[src/rtl/rgbw_duty_fader_pkg.sv]
// Shared constants for the RGBW duty fader: default duty width, channel
// count and the colour-to-channel index map.
package rgbw_duty_fader_pkg;

   localparam int WIDTH_DEF = 8;
   localparam int NUM_CH    = 4;

   typedef enum int {
      CH_R = 0,
      CH_G = 1,
      CH_B = 2,
      CH_W = 3
   } ch_e;

endpackage

[src/rtl/rgbw_duty_fader_if.sv]
// Target/duty bus between colour generator (master) and fader (slave).
interface rgbw_duty_fader_if #(
   parameter int WIDTH  = 8,
   parameter int RATE_W = 8
);
   logic              tgt_valid;
   logic [WIDTH-1:0]  tgt0, tgt1, tgt2, tgt3;
   logic [RATE_W-1:0] rate;
   logic              bypass;
   logic [WIDTH-1:0]  duty0, duty1, duty2, duty3;
   logic              busy;
   logic              done;

   modport master (
      output tgt_valid, tgt0, tgt1, tgt2, tgt3, rate, bypass,
      input  duty0, duty1, duty2, duty3, busy, done
   );

   modport slave (
      input  tgt_valid, tgt0, tgt1, tgt2, tgt3, rate, bypass,
      output duty0, duty1, duty2, duty3, busy, done
   );
endinterface

[src/rtl/rgbw_fade_channel.sv]
// One channel: latched target plus a duty register that slews toward it by
// STEP per tick, clamping at the target so it never overshoots or wraps.
module rgbw_fade_channel #(
   parameter int WIDTH = 8,
   parameter int STEP  = 1
) (
   input  logic             clk,
   input  logic             reset,
   input  logic             tick,
   input  logic             bypass,
   input  logic             load,
   input  logic [WIDTH-1:0] target,
   output logic [WIDTH-1:0] duty,
   output logic             neq
);
   localparam logic [WIDTH:0]   STEP_W = (WIDTH+1)'(STEP);
   localparam logic [WIDTH-1:0] STEP_N = WIDTH'(STEP);

   logic [WIDTH-1:0] tgt_q, tgt_nxt, duty_nxt;
   logic [WIDTH:0]   up_diff, dn_diff;

   // Next duty: bypass copies the latched target; otherwise a tick moves one
   // step toward it, landing exactly on the target when within STEP.
   always_comb begin
      up_diff  = {1'b0, tgt_q} - {1'b0, duty};
      dn_diff  = {1'b0, duty} - {1'b0, tgt_q};
      duty_nxt = duty;
      tgt_nxt  = load ? target : tgt_q;
      if (bypass) begin
         duty_nxt = tgt_q;
      end else if (tick) begin
         if (tgt_q > duty)
            duty_nxt = (up_diff <= STEP_W) ? tgt_q : duty + STEP_N;
         else if (tgt_q < duty)
            duty_nxt = (dn_diff <= STEP_W) ? tgt_q : duty - STEP_N;
      end
      // Compared on next-state values so the registered busy lines up with duty.
      neq = (duty_nxt != tgt_nxt);
   end

   // Target latch and duty register.
   always_ff @(posedge clk) begin
      if (reset) begin
         tgt_q <= '0;
         duty  <= '0;
      end else begin
         tgt_q <= tgt_nxt;
         duty  <= duty_nxt;
      end
   end

endmodule

[src/rtl/rgbw_duty_fader.sv]
// Four-channel duty fader: shared fade-tick counter, four slew channels,
// and busy/done status derived from the channels' convergence.
module rgbw_duty_fader
   import rgbw_duty_fader_pkg::*;
#(
   parameter int WIDTH  = WIDTH_DEF,
   parameter int STEP   = 1,
   parameter int RATE_W = 8
) (
   input  logic              clk,
   input  logic              reset,
   input  logic              clk_half,
   rgbw_duty_fader_if.slave  bus
);
   logic [NUM_CH-1:0][WIDTH-1:0] tgt_in;
   logic [NUM_CH-1:0][WIDTH-1:0] duty;
   logic [NUM_CH-1:0]            neq;
   logic [RATE_W-1:0]            cnt;
   logic                         tick;
   logic                         busy_q, busy_nxt, done_q;

   assign tgt_in[CH_R] = bus.tgt0;
   assign tgt_in[CH_G] = bus.tgt1;
   assign tgt_in[CH_B] = bus.tgt2;
   assign tgt_in[CH_W] = bus.tgt3;

   // A tick fires on the enabled cycle where the counter reaches rate.
   assign tick = clk_half && !bus.bypass && (cnt == bus.rate);

   // Tick counter: held at 0 in bypass; a counter past a lowered rate simply
   // wraps through the full range.
   always_ff @(posedge clk) begin
      if (reset)
         cnt <= '0;
      else if (bus.bypass)
         cnt <= '0;
      else if (clk_half)
         cnt <= (cnt == bus.rate) ? '0 : cnt + 1'b1;
   end

   for (genvar c = 0; c < NUM_CH; c++) begin : g_ch
      rgbw_fade_channel #(.WIDTH(WIDTH), .STEP(STEP)) u_ch (
         .clk    (clk),
         .reset  (reset),
         .tick   (tick),
         .bypass (bus.bypass),
         .load   (bus.tgt_valid),
         .target (tgt_in[c]),
         .duty   (duty[c]),
         .neq    (neq[c])
      );
   end

   assign busy_nxt = |neq;

   // busy follows convergence; done pulses on its falling edge except in
   // bypass, where equality is immediate and not a completed fade.
   always_ff @(posedge clk) begin
      if (reset) begin
         busy_q <= 1'b0;
         done_q <= 1'b0;
      end else begin
         busy_q <= busy_nxt;
         done_q <= busy_q && !busy_nxt && !bus.bypass;
      end
   end

   assign bus.duty0 = duty[CH_R];
   assign bus.duty1 = duty[CH_G];
   assign bus.duty2 = duty[CH_B];
   assign bus.duty3 = duty[CH_W];
   assign bus.busy  = busy_q;
   assign bus.done  = done_q;

endmodule

[src/flat_wrapper.sv]
// flat-port wrapper written by rule: the top's interface ports become plain ports
module rgbw_duty_fader_flat import rgbw_duty_fader_pkg::*;
#(
   parameter int WIDTH  = WIDTH_DEF,
   parameter int STEP   = 1,
   parameter int RATE_W = 8
)
  (clk, reset, clk_half, bus_tgt_valid, bus_tgt0, bus_tgt1, bus_tgt2, bus_tgt3, bus_rate, bus_bypass, bus_duty0, bus_duty1, bus_duty2, bus_duty3, bus_busy, bus_done);
  rgbw_duty_fader_if #(.WIDTH(WIDTH), .RATE_W(RATE_W)) bus_i ();
  input  logic clk;
  input  logic reset;
  input  logic clk_half;
  input wire logic [$bits(bus_i.tgt_valid)-1:0] bus_tgt_valid;
  input wire logic [$bits(bus_i.tgt0)-1:0] bus_tgt0;
  input wire logic [$bits(bus_i.tgt1)-1:0] bus_tgt1;
  input wire logic [$bits(bus_i.tgt2)-1:0] bus_tgt2;
  input wire logic [$bits(bus_i.tgt3)-1:0] bus_tgt3;
  input wire logic [$bits(bus_i.rate)-1:0] bus_rate;
  input wire logic [$bits(bus_i.bypass)-1:0] bus_bypass;
  output wire logic [$bits(bus_i.duty0)-1:0] bus_duty0;
  output wire logic [$bits(bus_i.duty1)-1:0] bus_duty1;
  output wire logic [$bits(bus_i.duty2)-1:0] bus_duty2;
  output wire logic [$bits(bus_i.duty3)-1:0] bus_duty3;
  output wire logic [$bits(bus_i.busy)-1:0] bus_busy;
  output wire logic [$bits(bus_i.done)-1:0] bus_done;
  assign bus_i.tgt_valid = bus_tgt_valid;
  assign bus_i.tgt0 = bus_tgt0;
  assign bus_i.tgt1 = bus_tgt1;
  assign bus_i.tgt2 = bus_tgt2;
  assign bus_i.tgt3 = bus_tgt3;
  assign bus_i.rate = bus_rate;
  assign bus_i.bypass = bus_bypass;
  assign bus_duty0 = bus_i.duty0;
  assign bus_duty1 = bus_i.duty1;
  assign bus_duty2 = bus_i.duty2;
  assign bus_duty3 = bus_i.duty3;
  assign bus_busy = bus_i.busy;
  assign bus_done = bus_i.done;
  rgbw_duty_fader #(.WIDTH(WIDTH), .STEP(STEP), .RATE_W(RATE_W)) u_core (.clk(clk), .reset(reset), .clk_half(clk_half), .bus(bus_i));
endmodule
[config.mk]
export PLATFORM = sky130hd
export DESIGN_NAME = rgbw_duty_fader_flat
export DESIGN_NICKNAME = d
export VERILOG_FILES = /design/src/rtl/rgbw_duty_fader_pkg.sv /design/src/rtl/rgbw_duty_fader_if.sv /design/src/rtl/rgbw_fade_channel.sv /design/src/rtl/rgbw_duty_fader.sv /design/src/flat_wrapper.sv
export SDC_FILE = /design/constraint.sdc
export NUM_CORES = 1
export LEC_CHECK = 0
export CAP_MARGIN = 20
export CORE_MARGIN = 2
export CORE_UTILIZATION = 56
export CTS_BUF_LIST = sky130_fd_sc_hd__clkbuf_4 sky130_fd_sc_hd__clkbuf_8
export DETAILED_ROUTE_END_ITERATION = 10
export PLACE_DENSITY = 0.8
export SLEW_MARGIN = 20
export SYNTH_ARGS = -nofsm -noshare
export SYNTH_HDL_FRONTEND = slang
export SYNTH_SLANG_ARGS = --single-unit
export TNS_END_PERCENT = 1
[constraint.sdc]
create_clock -name clk -period 4.6 [get_ports clk]
set_input_delay 0.92 -clock clk [delete_from_list [all_inputs] [get_ports clk]]
set_output_delay 0.92 -clock clk [all_outputs]
set_load 0.01 [all_outputs]
==> impl_summary.txt <==
----------------------------------------------------
[Yosys]
  Post-synth EDFFs ... 0
  Top cell type's share of synthesized area ... 14.2%
  Fraction of registers with async set or reset after synthesis ... 0%
  Number of instances in the synthesized netlist ... 1428
  Sequential-to-total area share from yosys stat ... between 10% and 20%
  Average size of a mapped cell ... 7.30 sq um
  Leading area contributor after synthesis ... dfxtp_1
  Cell Area, Synth ... 10400 sq um
  Distinct cell type count of the synthesized netlist ... 96
  Top area cells in the synthesized netlist ... dfxtp_1 14%, ha_1 8.8%, mux2i_1 6.3%
  Syn_nets ... 1554
  Main synth FF type ... dfxtp_1
  Number of warnings issued by yosys ... 0
  Flop and latch count out of synthesis ... 74

[STA]
  Number of setup violations in the final report ... 0
  Hold Fails Final Rpt ... 0
  Final-layout setup total negative slack ... 0 ps
  Post-route minimum period ... 4480 ps
  Final Skew ... 18.1 ps
  Fraction of the cycle the final worst path needs ... 97.3%
  Max Slew Vio Count ... 0
  Fmax achieved ... approximately 220 MHz
  Actual slew at the worst max-slew pin ... 648 ps
  Fin Hold WS ... 486 ps
  Relative slew slack ... 55.5%
  Smallest setup slack after layout ... 123 ps

[Worst setup path]
  Timing startpoint of the critical path ... u_core.g_ch[3].u_ch.duty[0]
  Critical Setup Path Class ... reg2reg
  Maximum net fanout on the critical path ... 12
  Signal arrival time at the worst endpoint ... 4770 ps
  Reg-to-Reg Start ... u_core.g_ch[3].u_ch.duty[0]
  Worst setup EP type ... flop
  Data required time of the critical path ... 4890 ps
  CP Launch Type ... flop

[Cells and area]
  Number of antenna cells inserted ... 0
  Area Overhead vs Synth ... 16.6%
  Summed area of non-filler cells in the final layout ... 12200 sq um
  Layout Utilization ... 67.0%
  Layout cell share with drive strength beyond 1 ... 11.7%
  Final-stage net count ... 1663
  Cell Count, Final, Fillers Out ... roughly 1800

[Die]
  IO Pins ... 79
  Number of placement rows ... 49
  Core area ... around 18000 sq um
  Area enclosed by the die boundary ... around 20000 sq um
  Die span in y ... 140 um
  Initial Util ... 57.5%
  Horizontal extent of the die ... 140 um

[Placed design]
  Global placement routability congestion ... between 1 and 1.5
  Post-detailed-placement cell area ... 11900 sq um
  Count of input and output buffers ... 78
  Placed insts ... 1754
  DP Wirelength ... 29200 um
  Post-place setup slack ... 5.48 ps

[Clock tree]
  Reg clk slew, reported paths ... 100 ps
  Root buffer cell ... clkbuf_8
  Clk sink count ... 74
  Later-pin clock latency in the skew report ... 400 ps
  Maximum level of the CTS H-tree ... 3
  CTS tree ... done
  Bufs on Longest Clock Path ... 2
  Post-CTS Hold Fix Bufs ... 0
  Number of buffers added by the clock tree synthesis step ... 9

[Run]
  Number of max-capacitance violations reported ... 0

[Pwr]
  Peak supply drop ... 156 uV
  Pwr per Cell Area ... 228 nW/um^2
  Total chip power ... between 2 and 3 mW
  Standby leakage power ... approximately 5 nW

[GRT]
  Global router's overall resource usage ... 37.1%
  Largest net degree at the start of global routing ... 39
  Antenna violations before repair ... 0
  Number of global-route vias before repair ... approximately 11000
  Wire length of the first global-routing pass ... 59200 um
  Remaining global-route overflow ... 0

[Drt]
  Remaining design rule violation count ... 0
  Via density ... 6.80
  DRT Wirelength ... 37800 um
  Number of DRC markers after the initial detailed-route iteration ... 1784
  Routed length per instance ... 21.3 um
  Drt first pass iters ... 7
  Detailed-route via count ... 12000
  Antenna-violating nets left ... 0

[Min path]
  Hold WC Path Type ... reg2reg
  Min-Delay Startpoint ... u_core.bus.busy

[Outcome]
  Outcome ... finished, final reports clean

----------------------------------------------------
==> kinds of logic after synthesis <==
logic type | synth area share, %
compound gates | 29.0
xor+xnor | 7.14
fa+ha+maj | 10.3
buf+inv | 7.08
flops | 14.2
mux | 7.20
simple gates | 25.1
==> metal layers <==
| layer | up-vias | wire (um) | global-route usage [%] |
|---|---|---|---|
| li1 | 5506 | - | - |
| met1 | 5618 | 15300 | 49.7 |
| met2 | 777 | 16900 | 59.4 |
| met3 | 126 | 4080 | 7.45 |
| met4 | 0 | 1500 | 13.7 |
| met5 | - | 0 | 0 |
==> final timing paths <==
check                    end  slack (ps)  depth (start not counted)
max          u_core.bus.busy         120                         17
min          u_core.bus.done         490                          2
max reg2reg  u_core.bus.busy         120                         17
min reg2reg  u_core.bus.done         490                          2
==> Yosys cell counts, types with 14 or more instances <==
cell type  number
mux2i_1        66
ha_1           73
buf_2          17
nand3_1        54
a21oi_1        94
a211oi_1       32
o221ai_1       14
nor3_1         42
nand2b_1       19
inv_1          94
o21ai_0        59
clkbuf_1       50
o211ai_1       17
o31ai_1        15
xor2_1         18
xnor2_1        67
nor2_1        160
nor2b_1        14
nand4_1        25
a31oi_1        14
dfxtp_1        74
a21o_1         16
nand2_1        93
==> registers in the layout, summed over array words and instances, names as in the netlist <==
name,cells
u_core.bus.done,1
u_core.bus.busy,1
u_core.g_ch.u_ch.tgt_q,32
u_core.cnt,8
u_core.g_ch.u_ch.duty,32
==> power breakdown <==
part | switching, mW | leakage [nW] | total, mW | internal, mW
sequential | 0.0399 | 0.607 | 0.710 | 0.670
clock | 0.297 | 0.0904 | 0.558 | 0.261
combinational | 0.906 | 4.20 | 1.51 | 0.605
==> what timing repair did <==
| item | 4_1_cts | 5_1_grt |
|---|---|---|
| setup endpoints to repair | 0 | 2 |
| setup buffers | 0 | 1 |
| resized for setup | 0 | 22 |
==> worst max-delay path, stage by stage, from the launching register on <==
cell and delay [ps]:
dfxtp_1 320, inv_1 140, ha_1 190, inv_1 50, fa_1 400, xor2_1 190, a2111oi_2 380, o2111ai_1 190
a211oi_2 170, buf_4 240, mux2i_1 370, o221ai_1 220, o211a_1 210, a21o_1 210, a21oi_2 220, nand4_1 120
or4b_4 560, o21ba_1 190
==> final cells by class <==
cell class	instances	area, sq um
clock buffers	10	138
inverters	96	360
well taps	229	287
flip-flops and latches	74	1480
repair buffers	179	1540
fillers	1630	5980
multi-input cells	1177	8310
clock inverters	4	53.8
==> placed cells by master (no fill, tap or decap), types with 9 or more instances in the layout <==
| cell type | instances |
|---|---|
| a211o_1 | 13 |
| a211oi_1 | 30 |
| a21o_1 | 16 |
| a21oi_1 | 93 |
| a31oi_1 | 14 |
| and3_1 | 13 |
| buf_4 | 100 |
| clkbuf_8 | 10 |
| clkdlybuf4s50_1 | 75 |
| dfxtp_1 | 74 |
| ha_1 | 69 |
| inv_1 | 94 |
| mux2i_1 | 64 |
| nand2_1 | 93 |
| nand2b_1 | 19 |
| nand3_1 | 54 |
| nand3b_1 | 10 |
| nand4_1 | 25 |
| nor2_1 | 160 |
| nor2b_1 | 14 |
| nor3_1 | 41 |
| nor4_1 | 10 |
| o2111ai_1 | 11 |
| o211ai_1 | 17 |
| o21a_1 | 9 |
| o21ai_0 | 59 |
| o221ai_1 | 14 |
| o22ai_1 | 10 |
| o31a_1 | 13 |
| o31ai_1 | 14 |
| or3_1 | 13 |
| or3b_2 | 9 |
| or4_1 | 9 |
| xnor2_1 | 67 |
| xor2_1 | 18 |
(Power assumes the default switching activity.)
